===== config.mk =====
export PLATFORM = sky130hd
export DESIGN_NAME = stopwatch_counter
export DESIGN_NICKNAME = d
export VERILOG_FILES = /design/src/rtl/stopwatch_counter.sv
export SDC_FILE = /design/constraint.sdc
export NUM_CORES = 1
export LEC_CHECK = 0
export BUFFER_PORTS_ARGS = -buffer_cell sky130_fd_sc_hd__buf_2
export CAP_MARGIN = 20
export CORE_MARGIN = 4
export CORE_UTILIZATION = 47
export CTS_CLUSTER_DIAMETER = 40
export DETAILED_ROUTE_END_ITERATION = 8
export GPL_ROUTABILITY_DRIVEN = 1
export PLACE_DENSITY = 0.71
export SYNTH_ARGS = -nofsm -noshare
export SYNTH_HDL_FRONTEND = slang
export SYNTH_SLANG_ARGS = --single-unit
export TNS_END_PERCENT = 30

===== constraint.sdc =====
create_clock -name master -period 1.5 [get_ports master]
set_input_delay 0.15 -clock master [delete_from_list [all_inputs] [get_ports master]]
set_output_delay 0.15 -clock master [all_outputs]
set_load 0.01 [all_outputs]

===== src/rtl/stopwatch_counter.sv =====
// MM:SS stopwatch counter held as four BCD digits.
// Counts seconds from the divider's 1 Hz wave in run mode, and bumps the selected
// field from the 2 Hz wave in adjust mode. A synchronized pause button toggles
// a freeze flag. Outputs feed the seven-segment display mux directly.

// One BCD field (tens:ones) that increments on inc and wraps MAX -> 0.
// at_max flags the terminal value so the caller can build a carry.
module stopwatch_bcd_field #(
    parameter int MAX = 59
) (
    input  logic       master,
    input  logic       rst,
    input  logic       inc,
    output logic [3:0] tens,
    output logic [3:0] ones,
    output logic       at_max
);
    localparam logic [3:0] MAX_T = 4'(MAX / 10);
    localparam logic [3:0] MAX_O = 4'(MAX % 10);

    // Terminal value, compared digit-wise so no binary conversion is needed
    always_comb begin
        at_max = (tens == MAX_T) && (ones == MAX_O);
    end

    // BCD increment: ones roll 9 -> 0 into tens; whole field wraps at MAX
    always_ff @(posedge master or negedge rst) begin
        if (!rst) begin
            tens <= 4'd0;
            ones <= 4'd0;
        end else if (inc) begin
            if (at_max) begin
                tens <= 4'd0;
                ones <= 4'd0;
            end else if (ones == 4'd9) begin
                tens <= tens + 4'd1;
                ones <= 4'd0;
            end else begin
                ones <= ones + 4'd1;
            end
        end
    end
endmodule

module stopwatch_counter #(
    parameter int SEC_MAX = 59,
    parameter int MIN_MAX = 59
) (
    input  logic       master,
    input  logic       rst,
    input  logic       t1Hz,
    input  logic       t2Hz,
    input  logic       adj,
    input  logic       sel,
    input  logic       pause,
    output logic [3:0] min_tens,
    output logic [3:0] min_ones,
    output logic [3:0] sec_tens,
    output logic [3:0] sec_ones,
    output logic       paused
);
    localparam int NUM_FLD = 2;   // field 0 = seconds, field 1 = minutes

    logic                          t1_q, t2_q;
    logic                          tick1, tick2;
    logic [2:0]                    pause_pipe;
    logic                          ptog;
    logic                          count_en;
    logic [NUM_FLD-1:0]            fld_inc;
    logic [NUM_FLD-1:0]            fld_max;
    logic [NUM_FLD-1:0][3:0]       fld_tens;
    logic [NUM_FLD-1:0][3:0]       fld_ones;

    // Divider edge history; resets high so a level already high at release is not a tick
    always_ff @(posedge master or negedge rst) begin
        if (!rst) begin
            t1_q <= 1'b1;
            t2_q <= 1'b1;
        end else begin
            t1_q <= t1Hz;
            t2_q <= t2Hz;
        end
    end

    // Pause button: two sync flops plus one history flop for rising-edge detect
    always_ff @(posedge master or negedge rst) begin
        if (!rst) pause_pipe <= 3'b000;
        else      pause_pipe <= {pause_pipe[1:0], pause};
    end

    // Single-cycle strobes from rising edges
    always_comb begin
        tick1 = t1Hz & ~t1_q;
        tick2 = t2Hz & ~t2_q;
        ptog  = pause_pipe[1] & ~pause_pipe[2];
    end

    // Freeze flag; a held button only produces one edge, hence one toggle
    always_ff @(posedge master or negedge rst) begin
        if (!rst)      paused <= 1'b0;
        else if (ptog) paused <= ~paused;
    end

    // Increment steering. Run mode uses the pre-toggle paused value, so a tick
    // coinciding with a pause press still counts. Adjust mode never carries.
    always_comb begin
        count_en   = ~adj & tick1 & ~paused;
        fld_inc[0] = adj ? (tick2 &  sel) : count_en;
        fld_inc[1] = adj ? (tick2 & ~sel) : (count_en & fld_max[0]);
    end

    generate
        for (genvar i = 0; i < NUM_FLD; i++) begin : g_fld
            stopwatch_bcd_field #(
                .MAX ((i == 0) ? SEC_MAX : MIN_MAX)
            ) u_fld (
                .master (master),
                .rst    (rst),
                .inc    (fld_inc[i]),
                .tens   (fld_tens[i]),
                .ones   (fld_ones[i]),
                .at_max (fld_max[i])
            );
        end
    endgenerate

    // Fields are already registered; just fan them out to named digits
    always_comb begin
        sec_tens = fld_tens[0];
        sec_ones = fld_ones[0];
        min_tens = fld_tens[1];
        min_ones = fld_ones[1];
    end
endmodule


==> key figures <==
Placement
  • Dpl cell area: 0.001375 mm2
  • IO buf count: 23
  • Final HPWL DP: 1.655 mm
  • Placed cells: 166
  • Routability cong.: 0.7898
  • DP Worst Slack: -0.1817 ns

Hold path
  • Worst min path class: input pin to asynchronous set/reset pin

Worst setup path
  • Crit end category: register
  • CP top delay family: simple AND/OR/NAND/NOR gates
  • Critical Path Max Stage Delay: 0.48 ns
  • CP Buf/Inv Count: 2
  • Slowest-stage cell, CP: or4_4
  • CP max FO: 7
  • Worst Path Arrival: 1.97 ns
  • Worst setup SP type: register
  • Critical-path cell list: inv_2 -> ha_4 -> and3b_2 -> a31oi_2 -> buf_4 -> or4_4 -> nand2_2
  • CP Depth: 7
  • Reg2Reg Depth: 7
  • Setup Crit Path Kind: register to register
  • WP data required: 1.76 ns

Finish
  • Layout area overhead: 39.39%
  • Final Util: 0.6919
  • Commonest non-fill, non-tap cell in the layout: buf_2
  • Reg area: 553.0 um2
  • NumNets Final: 167
  • Filler instances: 161
  • Fin area: 0.001545 mm2
  • Ant. Diodes: 0
  • Fin cells: 179
  • Most frequent cells in the layout: buf_2, buf_4, dfrtp_1
  • Area of the multi-input gates: 561.8 um2
  • Layout cells sized above 1: 0.4636

GRT
  • Initial antenna violation count: 0
  • First-pass GRT wire length: 3.926 mm
  • Vias in the first global route: 965
  • Largest net degree at the start of global routing: 23
  • Remaining Overflow, GRT: 0
  • All-Layer GR Usage: 0.1527

Timing
  • Final Slew Violations: 0
  • RSZ-0062 raised after global routing: true
  • Least-Margin Pin Slew: 0.4775 ns
  • Setup ws final: -0.2115 ns
  • Setup TNS: -0.9664 ns
  • Min Tclk post-route: 1.712 ns
  • Skew final: 0.003314 ns
  • Final hold slack: 0.3153 ns
  • Period utilization: 1.141
  • Worst rel slew slack: 0.6817
  • Finish-stage setup viols: 9
  • Hold Fails Final Rpt: 0
  • Fmax achieved: 0.5843 GHz

Routing
  • Total Wirelength: 2.250 mm
  • Via/cell ratio: 5.089
  • Number of remaining DRC errors: 0
  • Avg WL per Cell: 12.57 um
  • Total number of vias: 911
  • Pre-Repair DR Iteration Count: 2
  • Post-DRT Antenna Nets: 0
  • Detailed Route Iter0 Violations: 28

Job
  • Max Cap Viol: 0

Logic synthesis
  • Synth top area share: 0.4515
  • Post-synth top area cell: dfrtp_1
  • Sequential fraction of the synthesis area: 0.4989
  • Seq cells post-synth: 22
  • Mapped Cells: 101
  • Yosys Warn Count: 0
  • Main area contributors after synthesis: dfrtp_1, ha_1, mux2_2
  • Mapped Avg Cell Area: 10.98 um2
  • Netlist cell types: 30
  • Syn_nets: 116
  • Post-Syn Area: 0.001109 mm2

Power
  • Reg power frac: 0.359
  • Switch Pwr: 771.8 uW
  • Total Power: 2.355 mW
  • Cell-internal power: 1.583 mW
  • Max VDD drop: 1.035 mV
  • Power Dens Cells: 1524 mW/mm2
  • Clock power frac: 0.192
  • LEAKAGE: 0.7824 nW
  • Comb pwr share: 0.449
  • Switching part of the total: 0.3278

Run status
  • Status: complete, but fails checks
  • Failing checks: setup timing

Clock tree
  • Clock Tree Buf Depth: 2
  • Clk Latency, worst-skew pair: 0.31 ns
  • H-Tree Level Count: 1
  • CTS tree: built
  • Root Buffer Master: clkbuf_4
  • Clock Pin Slew Worst Setup and Hold Paths: 0.12 ns
  • TritonCTS Buffers: 3
  • TritonCTS Sinks: 22

Floorplanning
  • Die area: 0.003200 mm2
  • Initial Util: 0.4964
  • Chip height: 56.57 um
  • Chip Width: 56.57 um
  • I/O pins: 24
  • FP Rows: 17
  • Core area: 0.002233 mm2
-- area by class of cell --
cell class | instances | area share
clock inverters | 1 | 0.01943
flip-flops and latches | 22 | 0.3579
clock buffers | 3 | 0.01457
multi-input cells | 70 | 0.3636
well taps | 28 | 0.02267
repair buffers | 49 | 0.2073
inverters | 6 | 0.01457
-- layer usage --
| metal | global-route usage | part of all wire |
|---|---|---|
| met1 | 0.1609 | 0.41 |
| met3 | 0.05057 | 0.049 |
| met2 | 0.2855 | 0.54 |
| met5 | 0 | 0 |
| met4 | 0.04068 | 0.0080 |
-- synth_stat cells, drive strengths merged --
cell type	n
a21o	2
a21oi	1
a22o	1
a31oi	1
and2	1
and3b	3
and4b	1
buf	1
clkbuf	2
dfrtp	20
dfstp	2
ha	8
inv	6
mux2	7
nand2	5
nand2b	3
nand3	2
nand4	2
nor2	8
nor2b	5
nor3	1
nor4b	1
nor4bb	1
o21a	2
o21ai	9
o22ai	1
o31ai	2
or2	1
or4	1
xnor2	1
-- sequential cells by signal, summed over array words and instances, names as in the netlist --
| register | count |
|---|---|
| t2_q | 1 |
| g_fld.u_fld.tens | 8 |
| pause_pipe | 3 |
| paused | 1 |
| t1_q | 1 |
| g_fld.u_fld.ones | 8 |
-- logic make-up after synthesis --
family / count (synthesis) / share of synthesized area
flops: 22 / 0.4989
mux: 7 / 0.07111
fa+ha+maj: 8 / 0.09030
compound gates: 19 / 0.1050
xor+xnor: 1 / 0.007902
simple gates: 35 / 0.1953
buf+inv: 9 / 0.03160
-- power by group through the flow --
stage	registers, mW	clock network (mW)	logic [mW]
floorplan	0.950	0	0.364
global placement	0.830	0	0.900
detailed placement	0.838	0	0.935
CTS	0.825	0.461	0.987
global route	0.866	0.494	1.19
finish	0.846	0.452	1.06
-- what timing repair did --
action	in CTS	in global routing
gates resized for setup	2	11
hold buffers	4	0
buffers inserted	3	2
pin swaps	5	4
setup endpoints to repair	11	14
hold endpoints to repair	23	0
-- worst paths after layout --
| path | from | endpoint | slack [ns] |
|---|---|---|---|
| max | g_fld[0].u_fld.ones[1]$_DFFE_PN0P_ | g_fld[1].u_fld.tens[3]$_DFFE_PN0P_ | -0.21 |
| min | rst | paused$_DFFE_PN0P_ | 0.32 |
| max reg2reg | g_fld[0].u_fld.ones[1]$_DFFE_PN0P_ | g_fld[1].u_fld.tens[3]$_DFFE_PN0P_ | -0.21 |
| min reg2reg | pause_pipe[0]$_DFF_PN0_ | pause_pipe[1]$_DFF_PN0_ | 0.37 |
| max in group asynchronous | rst | t2_q$_DFF_PN1_ | 0.84 |
| min in group master | pause_pipe[0]$_DFF_PN0_ | pause_pipe[1]$_DFF_PN0_ | 0.37 |
(Power assumes the default switching activity.)
